**src/rtl/jt51_pg_pkg.sv**
```systemverilog
`default_nettype none
// ============================================================================
//  Module      : jt51_pg_pkg
//  Description : Shared types, latency constant and arithmetic helpers for the
//                parametrised time-multiplexed phase generator (jt51_pg_mc).
//                Optional readback port: define JT51_PG_RDBK_EN.
//  Revision    : 1.0 - initial release
// ============================================================================
package jt51_pg_pkg;

    // Cycles of cen from input sampling to phase_o
    localparam int LAT = 5;

    // Per-slot control fields that ride along with the slot through the pipe
    typedef struct packed {
        logic [4:0] dt_off;
        logic       dt_neg;
        logic [3:0] mul;
        logic       pg_rst;
    } pg_ctl_t;

    // Signed add clamped to the unsigned range [0, 2^w-1]
    function automatic longint sat_add(input longint a, input longint b, input int w);
        longint sum;
        longint max_v;
        sum   = a + b;
        max_v = (longint'(1) << w) - 1;
        if (sum < 0)
            return 0;
        else if (sum > max_v)
            return max_v;
        return sum;
    endfunction

    // Octave scaling: block 0 halves fnum, each further block doubles it
    function automatic longint blk_shift(input longint f, input int blk);
        return (f << blk) >> 1;
    endfunction

endpackage
`default_nettype wire

```
**src/rtl/jt51_pg_store.sv**
```systemverilog
`default_nettype none
// ============================================================================
//  Module      : jt51_pg_store
//  Description : SLOTS x PW phase store. One write port, one asynchronous read
//                port for the accumulator and, with JT51_PG_RDBK_EN defined, a
//                registered write-first readback port.
//  Revision    : 1.0 - initial release
// ============================================================================
module jt51_pg_store #(
    parameter int SLOTS = 32,
    parameter int PW    = 20
) (
    input  logic                     clk,
    input  logic                     rst_n,
    input  logic                     we,
    input  logic [$clog2(SLOTS)-1:0] waddr,
    input  logic [PW-1:0]            wdata,
    input  logic [$clog2(SLOTS)-1:0] raddr,
    output logic [PW-1:0]            rdata
`ifdef JT51_PG_RDBK_EN
    ,
    input  logic [$clog2(SLOTS)-1:0] rd_slot,
    output logic [PW-1:0]            rd_phase
`endif
);

    localparam int c_SW = $clog2(SLOTS);

    logic [PW-1:0] r_mem [SLOTS];

    // Phase array: cleared on reset, one entry rewritten per enabled cycle
    always_ff @(posedge clk or negedge rst_n) begin
        if (!rst_n) begin
            for (int i = 0; i < SLOTS; i++) r_mem[i] <= '0;
        end else if (we) begin
            r_mem[waddr] <= wdata;
        end
    end

    // The accumulator always addresses a legal slot, so no range guard here
    assign rdata = r_mem[raddr];

`ifdef JT51_PG_RDBK_EN
    localparam logic [c_SW:0] c_SLOTS = (c_SW+1)'(SLOTS);

    logic [PW-1:0] r_rd;

    // Debug readback, free-running on clk; a same-cycle write wins the read
    always_ff @(posedge clk or negedge rst_n) begin
        if (!rst_n)
            r_rd <= '0;
        else if (we && (waddr == rd_slot))
            r_rd <= wdata;
        else if ({1'b0, rd_slot} < c_SLOTS)
            r_rd <= r_mem[rd_slot];
        else
            r_rd <= '0;
    end

    assign rd_phase = r_rd;
`endif

endmodule
`default_nettype wire

```
**src/rtl/jt51_pg_mc.sv**
```systemverilog
`default_nettype none
// ============================================================================
//  Module      : jt51_pg_mc
//  Description : Parametrised time-multiplexed phase generator. Five-stage
//                pipeline: fnum+PM saturation, block shift, detune, multiply,
//                accumulate into a per-slot circular store.
//                Optional full-width phase readback: define JT51_PG_RDBK_EN.
//  Revision    : 1.0 - initial release
// ============================================================================
module jt51_pg_mc
    import jt51_pg_pkg::*;
#(
    parameter int SLOTS = 32,
    parameter int FW    = 11,
    parameter int BW    = 3,
    parameter int PW    = 20,
    parameter int OW    = 10
) (
    input  logic                     clk,
    input  logic                     rst_n,
    input  logic                     cen,
    output logic [$clog2(SLOTS)-1:0] slot_I,
    output logic                     zero,
    input  logic [FW-1:0]            fnum_I,
    input  logic [BW-1:0]            block_I,
    input  logic signed [FW:0]       pm_I,
    input  logic [4:0]               dt_off_I,
    input  logic                     dt_neg_I,
    input  logic [3:0]               mul_I,
    input  logic                     pg_rst_I,
`ifdef JT51_PG_RDBK_EN
    input  logic [$clog2(SLOTS)-1:0] rd_slot,
    output logic [PW-1:0]            rd_phase,
`endif
    output logic [OW-1:0]            phase_o,
    output logic [$clog2(SLOTS)-1:0] slot_o,
    output logic                     valid_o
);

    localparam int             c_SW     = $clog2(SLOTS);
    localparam int             c_BASE_W = FW + (1 << BW) - 1;
    localparam logic [c_SW-1:0] c_LAST  = c_SW'(SLOTS - 1);

    // Slot counter and valid-fill shift register
    logic [c_SW-1:0]     r_slot;
    logic [LAT-1:0]      r_vld;

    // Stage registers
    logic [FW-1:0]       r1_f;
    logic [BW-1:0]       r1_blk;
    pg_ctl_t             r1_ctl;
    logic [c_SW-1:0]     r1_slot;
    logic [c_BASE_W-1:0] r2_base;
    pg_ctl_t             r2_ctl;
    logic [c_SW-1:0]     r2_slot;
    logic [c_BASE_W-1:0] r3_base;
    logic [3:0]          r3_mul;
    logic                r3_rst;
    logic [c_SW-1:0]     r3_slot;
    logic [PW-1:0]       r4_step;
    logic                r4_rst;
    logic [c_SW-1:0]     r4_slot;
    logic [OW-1:0]       r_phase;
    logic [c_SW-1:0]     r_slot_o;

    // Stage combinational results
    pg_ctl_t             w_ctl;
    logic [FW-1:0]       w_f;
    logic [c_BASE_W-1:0] w_base;
    logic [c_BASE_W-1:0] w_det;
    logic [PW-1:0]       w_step;
    logic [PW-1:0]       w_old;
    logic [PW-1:0]       w_new;

    // Per-stage arithmetic feeding the next pipeline register
    always_comb begin
        w_ctl.dt_off = dt_off_I;
        w_ctl.dt_neg = dt_neg_I;
        w_ctl.mul    = mul_I;
        w_ctl.pg_rst = pg_rst_I;
        w_f    = FW'(sat_add(longint'(fnum_I), longint'(pm_I), FW));
        w_base = c_BASE_W'(blk_shift(longint'(r1_f), int'(r1_blk)));
        w_det  = c_BASE_W'(sat_add(longint'(r2_base),
                                   r2_ctl.dt_neg ? -longint'(r2_ctl.dt_off)
                                                 :  longint'(r2_ctl.dt_off),
                                   c_BASE_W));
        if (r3_mul == 4'd0)
            w_step = PW'(longint'(r3_base) >> 1);
        else
            w_step = PW'(longint'(r3_base) * longint'(r3_mul));
        w_new  = r4_rst ? '0 : (w_old + r4_step);
    end

    // Slot sequencing and the five pipeline stages, all gated by cen
    always_ff @(posedge clk or negedge rst_n) begin
        if (!rst_n) begin
            r_slot   <= '0;
            r_vld    <= '0;
            r1_f     <= '0;
            r1_blk   <= '0;
            r1_ctl   <= '0;
            r1_slot  <= '0;
            r2_base  <= '0;
            r2_ctl   <= '0;
            r2_slot  <= '0;
            r3_base  <= '0;
            r3_mul   <= '0;
            r3_rst   <= 1'b0;
            r3_slot  <= '0;
            r4_step  <= '0;
            r4_rst   <= 1'b0;
            r4_slot  <= '0;
            r_phase  <= '0;
            r_slot_o <= '0;
        end else if (cen) begin
            r_slot   <= (r_slot == c_LAST) ? '0 : r_slot + 1'b1;
            r_vld    <= {r_vld[LAT-2:0], 1'b1};
            r1_f     <= w_f;
            r1_blk   <= block_I;
            r1_ctl   <= w_ctl;
            r1_slot  <= r_slot;
            r2_base  <= w_base;
            r2_ctl   <= r1_ctl;
            r2_slot  <= r1_slot;
            r3_base  <= w_det;
            r3_mul   <= r2_ctl.mul;
            r3_rst   <= r2_ctl.pg_rst;
            r3_slot  <= r2_slot;
            r4_step  <= w_step;
            r4_rst   <= r3_rst;
            r4_slot  <= r3_slot;
            r_phase  <= w_new[PW-1 -: OW];
            r_slot_o <= r4_slot;
        end
    end

    jt51_pg_store #(
        .SLOTS (SLOTS),
        .PW    (PW)
    ) u_store (
        .clk      (clk),
        .rst_n    (rst_n),
        .we       (cen),
        .waddr    (r4_slot),
        .wdata    (w_new),
        .raddr    (r4_slot),
        .rdata    (w_old)
`ifdef JT51_PG_RDBK_EN
        ,
        .rd_slot  (rd_slot),
        .rd_phase (rd_phase)
`endif
    );

    assign slot_I  = r_slot;
    assign zero    = (r_slot == '0);
    assign phase_o = r_phase;
    assign slot_o  = r_slot_o;
    assign valid_o = r_vld[LAT-1];

endmodule
`default_nettype wire

```
**config.mk**
```make
export PLATFORM = sky130hd
export DESIGN_NAME = jt51_pg_mc
export DESIGN_NICKNAME = d
export VERILOG_FILES = /design/src/rtl/jt51_pg_pkg.sv /design/src/rtl/jt51_pg_store.sv /design/src/rtl/jt51_pg_mc.sv
export SDC_FILE = /design/constraint.sdc
export NUM_CORES = 2
export LEC_CHECK = 0
export ABC_AREA = 1
export BUFFER_PORTS_ARGS = -buffer_cell sky130_fd_sc_hd__buf_2
export CAP_MARGIN = 10
export CORE_MARGIN = 2
export CORE_UTILIZATION = 55
export CTS_CLUSTER_SIZE = 10
export DETAILED_ROUTE_END_ITERATION = 12
export GPL_TIMING_DRIVEN = 0
export PLACE_DENSITY_LB_ADDON = 0.05
export SLEW_MARGIN = 25
export SYNTH_ARGS = -nofsm -noshare
export SYNTH_HDL_FRONTEND = slang
export SYNTH_SLANG_ARGS = --single-unit
```
**constraint.sdc**
```tcl
create_clock -name clk -period 5.3 [get_ports clk]
set_input_delay 1.325 -clock clk [delete_from_list [all_inputs] [get_ports clk]]
set_output_delay 1.325 -clock clk [all_outputs]
set_load 0.1 [all_outputs]
```
==> results.md <==
- Outcome: complete, but fails checks
- Failing checks: negative setup slack
- Max Transition Viols Final: 0
- Met2 Track Usage GR: 0.638
- DRT iter0 DRCs: 4,866
- Crit Path Max Fanout: 10
- Grt total ovfl: 0
- Mean Syn Cell Area: 8.31 um^2
- Clock Latency Late Sink: 680 ps
- Hold_buf cts: 0
- CP startpoint kind: flop
- Fin Setup TNS: -526 ps
- Max_slew headroom: 0.305
- Sequential fraction of the synthesis area: 0.511
- I/O Buffers: 60
- Final period util: 1.05
- Number of max-cap violations: 0
- Hold crit path type: reg -> reg
- Unrepaired setup endpoints after global routing: true
- Final Net Count: 4,931
- Clk slew on worst S/H paths: 50 ps
- GP Congestion: 1.09
- Number of flops mapped to enable cells by yosys: 0
- Cells after Synth: 4,611
- Switching share of power: 0.467
- Vias: 36,300
- Final-report setup violation count: 10
- Met3 global-route usage: 0.149
- Global-route wire length before repair: 228 mm
- Final ANT Viol Nets: 0
- Critical Path End Type: flop
- Final min period: 5560 ps
- Data required time at the worst endpoint: 5880 ps
- Comb power frac: 0.437
- Commonest non-fill, non-tap cell in the layout: nand2_1
- Layout area overhead: 13.1%
- Die area: 71,800 um^2
- Yosys reg bits: 782
- CTS H-tree lvls: 3
- Total clock sinks: 782
- Clock skew: 29.5 ps
- Core Box Area: 68,800 um^2
- Hold Violations, Final: 0
- Leak: 20.0 nW
- P_sw: 12.1 mW
- Synth cell types: 49
- GRT Total Usage: 0.443
- Synthesized area: 38,300 um^2
- Initial Util: 0.557
- Top Usage Layer GRT: met2
- Initial antenna violation count: 5
- Async SR Flop Fraction: 1.00
- Layout cell share with drive strength beyond 1: 0.0980
- Width of the die: 268 um
- WL per Instance: 27.3 um
- Clock Power Share: 0.218
- Flop pwr share: 0.344
- Most frequent cells in the layout: nand2_1 (1,461), dfrtp_1 (782), o21ai_0 (420)
- DRC: 0
- Worst setup margin: -257 ps
- Die H: 268 um
- I/O pins: 62
- Dpl ws: -1450 ps
- Vias per inst: 6.33
- Vias in the first global route: 34,600
- TritonCTS clock tree: done
- GR Util met1: 0.535
- HPWL after detailed placement: 111 mm
- Slew @ Worst Pin: 1040 ps
- Critical path type: reg -> reg
- Fmax achieved: 180 MHz
- Synth Warn #: 0
- Largest net degree at the start of global routing: 128
- WP data arrival: 6140 ps
- Clock Path Buffers: 3
- CTS Buf Count: 90
- CTS Root Buffer Type: clkbuf_16
- Num rows: 96
- Slack of the worst reg-to-reg path: -260 ps
- Post-Syn Nets: 4,757
- Post-Route WL: 157 mm
- Internal power: 13.8 mW
- Peak VDD IR: 0.299 mV
- Top_reg_cell synth: dfrtp_1
- 1st-pass router iterations: 6
- PwrDens: 596 nW/um^2
==> registers in the layout (all words and copies together), names as in the netlist, 4 cells and up <==
name / flops
r4_slot: 5
r2_ctl: 11
r2_slot: 5
u_store.r_mem: 640
r3_mul: 4
slot_o: 5
r1_f: 11
phase_o: 10
r3_slot: 5
r1_slot: 5
slot_I: 5
r3_base: 18
r4_step: 20
r_vld: 5
r2_base: 17
r1_ctl: 11
==> critical path: stages, from the launching register on <==
cell and delay, ps:
dfrtp_1 620, inv_4 130, nor3_2 770, inv_2 350, a31oi_1 640, or2_2 240, nor3_2 70, nand4_1 270
ha_1 360, a21oi_2 220, o21ai_0 120, nand2_1 70, nand3_1 100, nand2_1 90, nand3_1 290, nand3_2 290
buf_2 280, nand4_1 390, nand2_1 170
==> per-stage QoR <==
| step | cell area, um^2 | power [mW] | std cells | utilization | hold WS [ps] |
|---|---|---|---|---|---|
| global placement | 39800 | 18.8 | 5602 | 0.578 | 429 |
| global route | 43300 | 26.7 | 5736 | 0.629 | 481 |
| floorplan | 38300 | 14.5 | 4611 | - | 419 |
| detailed placement | 40100 | 19.0 | 5612 | 0.582 | 435 |
| finish | 43300 | 25.8 | 5740 | 0.629 | 450 |
| CTS | 42900 | 24.9 | 5725 | 0.623 | 447 |
==> cell type report <==
| cell class | count | area (um^2) |
|---|---|---|
| Fill cell | 6257 | 25500 |
| Sequential cell | 782 | 19600 |
| Multi-Input combinational cell | 3268 | 16900 |
| Clock buffer | 103 | 2310 |
| Buffer | 327 | 1630 |
| Tap cell | 931 | 1160 |
| Inverter | 234 | 885 |
| Timing Repair Buffer | 82 | 682 |
| Clock inverter | 9 | 150 |
| Antenna cell | 4 | 10.0 |
==> metal layers <==
layer	part of all wire	routed length, um
met1	0.36	56000
met3	0.12	18900
met2	0.42	65900
met5	0.00051	80
met4	0.10	15800
==> path summary, 6_finish.rpt <==
path | cells after the start | from | to
setup / recovery | 18 | r4_slot[3] | phase_o[9]
hold / removal | 2 | r_vld[0] | r_vld[0]
setup reg to reg | 18 | r4_slot[3] | phase_o[9]
hold reg to reg | 2 | r_vld[0] | r_vld[0]
max in group asynchronous | 4 | rst_n | r4_step[18]
min in group asynchronous | 1 | rst_n | u_store.r_mem[482]
==> power groups by stage <==
stage | logic, mW | clock network (mW) | registers [mW]
4_1_cts | 10.5 | 5.60 | 8.83
3_3_place_gp | 9.90 | 0 | 8.88
5_1_grt | 11.9 | 5.84 | 9.04
3_5_place_dp | 10.2 | 0 | 8.89
6_report | 11.3 | 5.64 | 8.89
2_1_floorplan | 5.54 | 0 | 8.94
==> what timing repair did <==
item | 4_1_cts | 5_1_grt
resized for setup | 150 | 110
endpoints found under the setup margin | 614 | 538
cloned | 0 | 0
pin swaps | 5 | 16
buffers inserted | 1 | 11
==> cells by family (layout without fill, tap and decap cells) <==
group,after synthesis,count (layout),synth area share
other,0,4,0
multiplexers,2,2,0.000523
AO/OA/AOI/OAI,1161,1161,0.170
buffers and inverters,561,755,0.0574
flip-flops,782,782,0.511
XOR/XNOR,27,27,0.00617
AND/OR/NAND/NOR,1972,1972,0.213
adder cells (fa/ha/maj),106,106,0.0415
==> cells in the mapped netlist, drive strengths merged (3+ instances only) <==
cell type  number  area [um^2]
a21o            7         52.6
a21oi          84          420
a22o            3         26.3
a22oi         157         1180
a31oi         115          719
and2            4         25.0
buf            88          419
clkbuf        239          897
dfrtp         782        19600
fa             35          701
ha             71          888
inv           232          873
nand2        1463         5500
nand3         237         1190
nand3b          7         52.6
nand4          59          369
nor2          133          542
nor3           29          223
nor4           15          100
nor4b           6         52.6
o211ai         30          230
o21ai         742         3710
o21bai          5         37.5
o221ai         10         87.6
or2            18          113
xnor2           9         78.8
xor2           18          158
No activity file was read; power rests on OpenSTA's default activity.
